**src/rtl/frame_diff_detect_if.sv**
```systemverilog
`default_nettype none
// ============================================================================
// Module      : frame_diff_detect_if
// Description : Video pixel stream bundle (pixel valid, frame sync, line
//               active, pixel data). The producer uses the master modport,
//               the consumer uses the slave modport.
//               Signals: clken  - pixel valid
//                        vsync  - frame sync
//                        href   - line active
//                        data   - pixel payload, DATA_W bits
// Revision    : 1.0 - initial release
// ============================================================================
interface frame_diff_detect_if #(
    parameter int DATA_W = 16
) ();
    logic              clken;
    logic              vsync;
    logic              href;
    logic [DATA_W-1:0] data;

    modport master (output clken, output vsync, output href, output data);
    modport slave  (input  clken, input  vsync, input  href, input  data);
endinterface
`default_nettype wire

```
**src/rtl/frame_diff_detect.sv**
```systemverilog
`default_nettype none
// ============================================================================
// Module      : frame_diff_detect
// Description : Frame-difference motion detector. Takes the packed
//               {current, previous} gray stream, forms |cur - prev|,
//               binarises it against a per-frame threshold and forwards a
//               binary motion stream two cycles later. Per frame it counts
//               motion pixels and tracks their bounding box, publishing the
//               statistics on each frame boundary.
// Ports       : clk, rst_n          - pixel clock, async active-low reset
//               ajct  (slave)       - input stream, data = {cur, prev}
//               threshold           - binarisation threshold
//               diff  (master)      - output stream, data = 8'hFF / 8'h00
//               motion_cnt          - motion pixels in last published frame
//               box_x/y_min/max     - bounding box of motion pixels
//               box_valid           - last frame had at least one motion px
//               motion_flag         - motion_cnt >= MIN_PIXELS
//               frame_done          - 1-cycle pulse on statistics update
// Revision    : 1.0 - initial release
// ============================================================================
module frame_diff_detect #(
    parameter int IMG_H_DISP = 640,
    parameter int IMG_V_DISP = 480,
    parameter int CNT_W      = 19,
    parameter int MIN_PIXELS = 64
) (
    input  wire logic              clk,
    input  wire logic              rst_n,
    frame_diff_detect_if.slave     ajct,
    input  wire logic [7:0]        threshold,
    frame_diff_detect_if.master    diff,
    output logic [CNT_W-1:0]       motion_cnt,
    output logic [9:0]             box_x_min,
    output logic [9:0]             box_x_max,
    output logic [9:0]             box_y_min,
    output logic [9:0]             box_y_max,
    output logic                   box_valid,
    output logic                   motion_flag,
    output logic                   frame_done
);
    localparam logic [9:0]       c_X_LAST     = 10'(IMG_H_DISP - 1);
    localparam logic [9:0]       c_Y_LAST     = 10'(IMG_V_DISP - 1);
    localparam logic [CNT_W-1:0] c_MIN_PIXELS = CNT_W'(MIN_PIXELS);

    // ------------------------------------------------------------------
    // Pixel pipeline
    // ------------------------------------------------------------------
    logic [8:0] w_sub;
    logic [7:0] w_abs;

    // 9-bit subtract keeps the sign; a negative result is negated back.
    assign w_sub = {1'b0, ajct.data[15:8]} - {1'b0, ajct.data[7:0]};
    assign w_abs = w_sub[8] ? (~w_sub[7:0] + 8'd1) : w_sub[7:0];

    logic       r_ck1, r_vs1, r_hs1;
    logic [7:0] r_diff;
    logic       r_ck2, r_vs2, r_hs2;
    logic [7:0] r_bin;
    logic       r_vs3, r_hs3;
    logic [7:0] r_thr;

    always_ff @(posedge clk or negedge rst_n) begin
        if (!rst_n) begin
            r_ck1  <= 1'b0;
            r_vs1  <= 1'b0;
            r_hs1  <= 1'b0;
            r_diff <= 8'd0;
            r_ck2  <= 1'b0;
            r_vs2  <= 1'b0;
            r_hs2  <= 1'b0;
            r_bin  <= 8'd0;
            r_vs3  <= 1'b0;
            r_hs3  <= 1'b0;
        end else begin
            r_ck1  <= ajct.clken;
            r_vs1  <= ajct.vsync;
            r_hs1  <= ajct.href;
            r_diff <= w_abs;
            r_ck2  <= r_ck1;
            r_vs2  <= r_vs1;
            r_hs2  <= r_hs1;
            // Strict compare: a difference equal to the threshold is static.
            r_bin  <= (r_diff > r_thr) ? 8'hFF : 8'h00;
            r_vs3  <= r_vs2;
            r_hs3  <= r_hs2;
        end
    end

    assign diff.clken = r_ck2;
    assign diff.vsync = r_vs2;
    assign diff.href  = r_hs2;
    assign diff.data  = r_bin;

    logic w_vs_rise, w_hs_fall, w_pix, w_motion, w_in_box;

    assign w_vs_rise = r_vs2 & ~r_vs3;
    assign w_hs_fall = r_hs3 & ~r_hs2;
    assign w_pix     = r_hs2 & r_ck2;
    // Pixels seen while sync is still high are not attributed to any frame.
    assign w_motion  = w_pix & ~r_vs2 & (r_bin == 8'hFF);

    // ------------------------------------------------------------------
    // Coordinate counters
    // ------------------------------------------------------------------
    logic [9:0] r_x, r_y;
    logic       r_x_ovf;   // a pixel was already taken at the last column

    assign w_in_box = w_motion & ~r_x_ovf;

    always_ff @(posedge clk or negedge rst_n) begin
        if (!rst_n) begin
            r_x     <= 10'd0;
            r_y     <= 10'd0;
            r_x_ovf <= 1'b0;
        end else if (w_vs_rise) begin
            r_x     <= 10'd0;
            r_y     <= 10'd0;
            r_x_ovf <= 1'b0;
        end else if (w_hs_fall) begin
            r_x     <= 10'd0;
            r_x_ovf <= 1'b0;
            if (r_y != c_Y_LAST) begin
                r_y <= r_y + 10'd1;
            end
        end else if (w_pix) begin
            if (r_x != c_X_LAST) begin
                r_x <= r_x + 10'd1;
            end else begin
                r_x_ovf <= 1'b1;
            end
        end
    end

    // ------------------------------------------------------------------
    // Per-frame accumulators
    // ------------------------------------------------------------------
    logic [CNT_W-1:0] r_acc_cnt;
    logic [9:0]       r_x_min, r_x_max, r_y_min, r_y_max;

    always_ff @(posedge clk or negedge rst_n) begin
        if (!rst_n) begin
            r_acc_cnt <= '0;
            r_x_min   <= '1;
            r_x_max   <= '0;
            r_y_min   <= '1;
            r_y_max   <= '0;
        end else if (w_vs_rise) begin
            r_acc_cnt <= '0;
            r_x_min   <= '1;
            r_x_max   <= '0;
            r_y_min   <= '1;
            r_y_max   <= '0;
        end else if (w_motion) begin
            if (r_acc_cnt != '1) begin
                r_acc_cnt <= r_acc_cnt + 1'b1;
            end
            if (w_in_box) begin
                if (r_x < r_x_min) r_x_min <= r_x;
                if (r_x > r_x_max) r_x_max <= r_x;
                if (r_y < r_y_min) r_y_min <= r_y;
                if (r_y > r_y_max) r_y_max <= r_y;
            end
        end
    end

    // ------------------------------------------------------------------
    // Frame boundary: threshold latch and statistics publish
    // ------------------------------------------------------------------
    logic [1:0] r_frame_cnt;
    logic       w_any;

    assign w_any = (r_acc_cnt != '0);

    always_ff @(posedge clk or negedge rst_n) begin
        if (!rst_n) begin
            r_thr       <= 8'd0;
            r_frame_cnt <= 2'd0;
            motion_cnt  <= '0;
            box_x_min   <= 10'd0;
            box_x_max   <= 10'd0;
            box_y_min   <= 10'd0;
            box_y_max   <= 10'd0;
            box_valid   <= 1'b0;
            motion_flag <= 1'b0;
            frame_done  <= 1'b0;
        end else begin
            frame_done <= 1'b0;
            if (w_vs_rise) begin
                r_thr <= threshold;
                if (r_frame_cnt != 2'd2) begin
                    r_frame_cnt <= r_frame_cnt + 2'd1;
                end
                // The first boundary after reset closes a frame built from a
                // stale previous-frame read, so it is not published.
                if (r_frame_cnt != 2'd0) begin
                    motion_cnt  <= r_acc_cnt;
                    box_valid   <= w_any;
                    box_x_min   <= w_any ? r_x_min : 10'd0;
                    box_x_max   <= w_any ? r_x_max : 10'd0;
                    box_y_min   <= w_any ? r_y_min : 10'd0;
                    box_y_max   <= w_any ? r_y_max : 10'd0;
                    motion_flag <= (r_acc_cnt >= c_MIN_PIXELS);
                    frame_done  <= 1'b1;
                end
            end
        end
    end
endmodule
`default_nettype wire

```
**src/flat_wrapper.sv**
```systemverilog
// flat-port wrapper written by rule: the top's interface ports become plain ports
module frame_diff_detect_flat 
#(
    parameter int IMG_H_DISP = 640,
    parameter int IMG_V_DISP = 480,
    parameter int CNT_W      = 19,
    parameter int MIN_PIXELS = 64
)
  (clk, rst_n, threshold, motion_cnt, box_x_min, box_x_max, box_y_min, box_y_max, box_valid, motion_flag, frame_done, ajct_clken, ajct_vsync, ajct_href, ajct_data, diff_clken, diff_vsync, diff_href, diff_data);
  frame_diff_detect_if #(.DATA_W(16)) ajct_i ();
  frame_diff_detect_if #(.DATA_W(8)) diff_i ();
  input  wire logic clk;
  input  wire logic rst_n;
  input  wire logic [7:0] threshold;
  output logic [CNT_W-1:0] motion_cnt;
  output logic [9:0] box_x_min;
  output logic [9:0] box_x_max;
  output logic [9:0] box_y_min;
  output logic [9:0] box_y_max;
  output logic box_valid;
  output logic motion_flag;
  output logic frame_done;
  input wire logic [$bits(ajct_i.clken)-1:0] ajct_clken;
  input wire logic [$bits(ajct_i.vsync)-1:0] ajct_vsync;
  input wire logic [$bits(ajct_i.href)-1:0] ajct_href;
  input wire logic [$bits(ajct_i.data)-1:0] ajct_data;
  output wire logic [$bits(diff_i.clken)-1:0] diff_clken;
  output wire logic [$bits(diff_i.vsync)-1:0] diff_vsync;
  output wire logic [$bits(diff_i.href)-1:0] diff_href;
  output wire logic [$bits(diff_i.data)-1:0] diff_data;
  assign ajct_i.clken = ajct_clken;
  assign ajct_i.vsync = ajct_vsync;
  assign ajct_i.href = ajct_href;
  assign ajct_i.data = ajct_data;
  assign diff_clken = diff_i.clken;
  assign diff_vsync = diff_i.vsync;
  assign diff_href = diff_i.href;
  assign diff_data = diff_i.data;
  frame_diff_detect #(.IMG_H_DISP(IMG_H_DISP), .IMG_V_DISP(IMG_V_DISP), .CNT_W(CNT_W), .MIN_PIXELS(MIN_PIXELS)) u_core (.clk(clk), .rst_n(rst_n), .ajct(ajct_i), .threshold(threshold), .diff(diff_i), .motion_cnt(motion_cnt), .box_x_min(box_x_min), .box_x_max(box_x_max), .box_y_min(box_y_min), .box_y_max(box_y_max), .box_valid(box_valid), .motion_flag(motion_flag), .frame_done(frame_done));
endmodule
```
**config.mk**
```make
export PLATFORM = sky130hd
export DESIGN_NAME = frame_diff_detect_flat
export DESIGN_NICKNAME = d
export VERILOG_FILES = /design/src/rtl/frame_diff_detect_if.sv /design/src/rtl/frame_diff_detect.sv /design/src/flat_wrapper.sv
export SDC_FILE = /design/constraint.sdc
export NUM_CORES = 1
export LEC_CHECK = 0
export BUFFER_PORTS_ARGS = -buffer_cell sky130_fd_sc_hd__buf_4
export CORE_UTILIZATION = 40
export CTS_BUF_LIST = sky130_fd_sc_hd__clkbuf_2
export DETAILED_ROUTE_END_ITERATION = 6
export PLACE_DENSITY = 0.69
export SLEW_MARGIN = 20
export SYNTH_ARGS = -nofsm -noshare
export SYNTH_HDL_FRONTEND = slang
export SYNTH_SLANG_ARGS = --single-unit
export TNS_END_PERCENT = 20
```
**constraint.sdc**
```tcl
create_clock -name clk -period 3.46 [get_ports clk]
set_clock_uncertainty 0.2 [all_clocks]
set_input_delay 0.692 -clock clk [delete_from_list [all_inputs] [get_ports clk]]
set_output_delay 0.692 -clock clk [all_outputs]
set_load 0.02 [all_outputs]
```
==> parameters.txt <==
Parameter                              Value

Worst setup path
  Reg-to-reg endpoint    u_core.r_y_max[3]
  Start-to-end type of the worst setup path    reg2reg
  Capture point of the critical path    u_core.r_y_max[3]
  Path depth of the worst reg2reg path    7
  Worst path slowest cell    sky130_fd_sc_hd__dfrtp_1
  Arrival time reported for the critical path endpoint    3.22 ns
  Kind of capture point of the worst setup path    flip-flop
  Worst reg2reg startpoint    u_core.r_y[7]
  Crit path max fanout    7
  Library cell appearing most often on the critical path    sky130_fd_sc_hd__a21o_1
  Required time reported for the critical path endpoint    3.91 ns
  R2R setup slack    0.69 ns
  Ordered list of cells on the worst path    ha_1, a21o_1, a21o_1, a221oi_1, o21ai_0, nand2_1, mux2_2
  Delay of the slowest critical-path stage    0.54 ns
  Startpoint of the worst setup timing path    u_core.r_y[7]
  CP Launch Type    flip-flop

Routing
  Final WL    18.6 mm
  TritonRoute pass-1 iters    4
  Routed wire per std cell    15.2 µm
  Number of nets still failing antenna checks after routing    0
  Total met2 wirelength after detailed routing    8.62 mm
  Detailed-route vias per instance    5.26
  Starting DRC count in detailed routing    322
  Post-route DRC    0
  Vias post-DR    6436
  Routed length on met3    965 µm
  WL met1    8.67 mm
  Highest metal layer with signal wires    met4

Timing
  Endpoints failing hold    0
  Worst hold slack across all endpoints    0.106 ns
  RSZ-0062 raised after global routing    no
  Setup TNS Final    0 ns
  Slew @ Worst Pin    1.06 ns
  Final clock period utilization by the worst path    0.800
  Count of final setup violators    0
  Maximum clock frequency    361 MHz
  Max-slew violation total from the final report    0
  Min cycle time layout    2.77 ns
  Relative slew slack    0.287

Die
  Total Die Area    21700 µm²
  Initial cell density of the core    0.413
  Width of the chip    147 µm
  Core box area    20400 µm²
  Die Span Y    147 µm
  I/O pin count    102
  Standard-cell row count    52

Power
  Worst VDD drop    0.000257 V
  Switching Fraction    0.342
  Sequential share of power    0.488
  Static leakage power    4.98 nW
  Total power after layout    5.15 mW
  Combinational power share    0.298
  Net switching power figure    1.76 mW
  Power Density    517 nW/µm²
  Int Pwr    3.39 mW
  Clock Power Share    0.214

Synthesis
  Leading register cell type out of synthesis    sky130_fd_sc_hd__dfrtp_1
  Mapped cell area    8440 µm²
  Post-synth top area share    0.442
  Largest cells by area after synthesis    sky130_fd_sc_hd__dfrtp_1 44%, sky130_fd_sc_hd__ha_1 9.0%, sky130_fd_sc_hd__dfstp_2 6.2%
  Most numerous cell in the Yosys netlist    sky130_fd_sc_hd__dfrtp_1
  Fraction of the yosys area taken by sequential cells    0.504
  Post-synth EDFFs    0
  FF+latch count, synth    169
  Mean Syn Cell Area    10.2 µm²
  Top cells by count, synth    149 x sky130_fd_sc_hd__dfrtp_1, 82 x sky130_fd_sc_hd__nand2_1, 72 x sky130_fd_sc_hd__inv_1, 63 x sky130_fd_sc_hd__nor2_1, 61 x sky130_fd_sc_hd__ha_1
  Synth warnings    0
  Cell type contributing the most total cell area after synthesis    sky130_fd_sc_hd__dfrtp_1
  Number of distinct standard cells referenced by the synthesized netlist    50
  Ys async rst share    1.00
  Gate count after technology mapping    827
  Post-Synthesis Net Count    918

Clocking
  CTS Hold Bufs    13
  Clock-pin slew on the worst setup and hold paths    0.24 ns
  Number of H-tree branching levels    4
  Longest Clk Path Bufs    2
  TritonCTS clock tree    built
  Clock insertion delay at the later pin of the skew report    0.76 ns
  Number of cells upsized or downsized after cts    0
  Setup bufs post-CTS    0
  Total clock sinks    169
  Clock tree root driver cell    sky130_fd_sc_hd__clkbuf_2
  Num CTS Buffers    17

Worst hold path
  Min-delay worst type    in2reg

GRT
  Global-route wire length before repair    30.9 mm
  Global-route usage over all layers    0.179
  Total overflow reported by the global router    0
  Largest net degree at the start of global routing    65
  Number of antenna violations at the first check in global routing    1
  Vias in the first global route    6189

Placement
  # placed instances    1177
  Port bufs    101
  DP Wirelength    13.2 mm
  GPL Wtd Cong    0.829

Finish
  Synth-to-layout area growth    17.9%
  Number of nets in the finished design    1030
  Share of layout cells above drive strength 1    0.200
  Count of non-filler cells in the finished layout    1223

Status
  Status    complete, no violations

Flow run
  Max Cap Violations    0
## metrics by stage
step / utilization / cell area, µm² / setup WS (ns)
final: 0.487 / 9950 / 0.691
after global placement: 0.468 / 9560 / 0.476
after global routing: 0.487 / 9950 / 0.519
after CTS: 0.486 / 9940 / 0.551
after detailed placement: 0.468 / 9560 / 0.395
after floorplan: - / 8440 / 0.735
## layer usage
metal | global-route usage | vias up
li1 | - | 3131
met1 | 0.244 | 3130
met2 | 0.282 | 150
met3 | 0.0391 | 25
met4 | 0.0608 | 0
met5 | 0 | -
## sequential cells by signal (all words and copies together), names as in the netlist, 2 cells and up
name and count:
u_core.r_y_max 10, u_core.motion_cnt 19, u_core.r_thr 8, u_core.box_y_min 10, u_core.r_acc_cnt 19, u_core.r_y_min 10
u_core.r_x 10, u_core.r_y 10, u_core.r_x_max 10, u_core.box_x_min 10, u_core.box_y_max 10, u_core.r_frame_cnt 2
u_core.r_x_min 10, u_core.box_x_max 10, u_core.r_diff 8
## power groups by stage
stage               combinational [mW]  sequential, mW  clock, mW
detailed placement                1.53            2.55          0
CTS                               1.55            2.52       1.13
global route                      1.70            2.55       1.20
finish                            1.53            2.51       1.10
floorplan                        0.863            2.65          0
global placement                  1.50            2.54          0
## placed cells by master, fill, tap and decap left out, types with 22 or more instances in the layout
cell                      instances
sky130_fd_sc_hd__inv_1           72
sky130_fd_sc_hd__o21ai_0         37
sky130_fd_sc_hd__xnor2_1         22
sky130_fd_sc_hd__xor2_1          23
sky130_fd_sc_hd__a22o_1          40
sky130_fd_sc_hd__dfrtp_1        149
sky130_fd_sc_hd__nor2_1          63
sky130_fd_sc_hd__buf_4          117
sky130_fd_sc_hd__nand2_1         82
sky130_fd_sc_hd__ha_1            61
sky130_fd_sc_hd__a21oi_1         27
sky130_fd_sc_hd__nand3_1         29
## logic make-up (layout without fill, tap and decap cells)
group                    Yosys count  in the layout  share of synthesized area
other                              0              1                          0
adder cells (fa/ha/maj)           62             62                     0.0928
AO/OA/AOI/OAI                    196            196                      0.160
multiplexers                      11             11                     0.0141
XOR/XNOR                          45             45                     0.0467
buffers and inverters            113            238                     0.0551
AND/OR/NAND/NOR                  231            231                      0.127
flip-flops                       169            169                      0.504
## worst max-delay path, delay by kind of cell, from the launching register on
family,cells,cell delay (ns)
multiplexers,1,0.36
AND/OR/NAND/NOR,1,0.26
adder cells (fa/ha/maj),1,0.34
flip-flops,1,0.54
AO/OA/AOI/OAI,4,0.96
## area by class of cell
class	instances	area, µm²
tap	270	338
sequential	169	4250
timing repair buffer	133	1060
multi-input combinational	545	3770
clock buffer	20	100
fill	1951	10500
antenna	1	2.50
inverter	73	274
clock inverter	12	150
## worst min path at each step
| stage | startpoint | endpoint | slack (ns) | depth (start not counted) |
|---|---|---|---|---|
| after floorplan | u_core.r_ck1 | u_core.diff.clken | 0.13 | 0 |
| after global placement | u_core.r_hs1 | u_core.diff.href | 0.14 | 0 |
| after detailed placement | u_core.r_hs1 | u_core.diff.href | 0.14 | 0 |
| after CTS | ajct_data[8] | u_core.r_diff[0] | 0.05 | 4 |
| after global routing | ajct_data[8] | u_core.r_diff[0] | 0.06 | 4 |
| final | ajct_data[8] | u_core.r_diff[0] | 0.11 | 4 |
No activity file was read; power rests on OpenSTA's default activity.
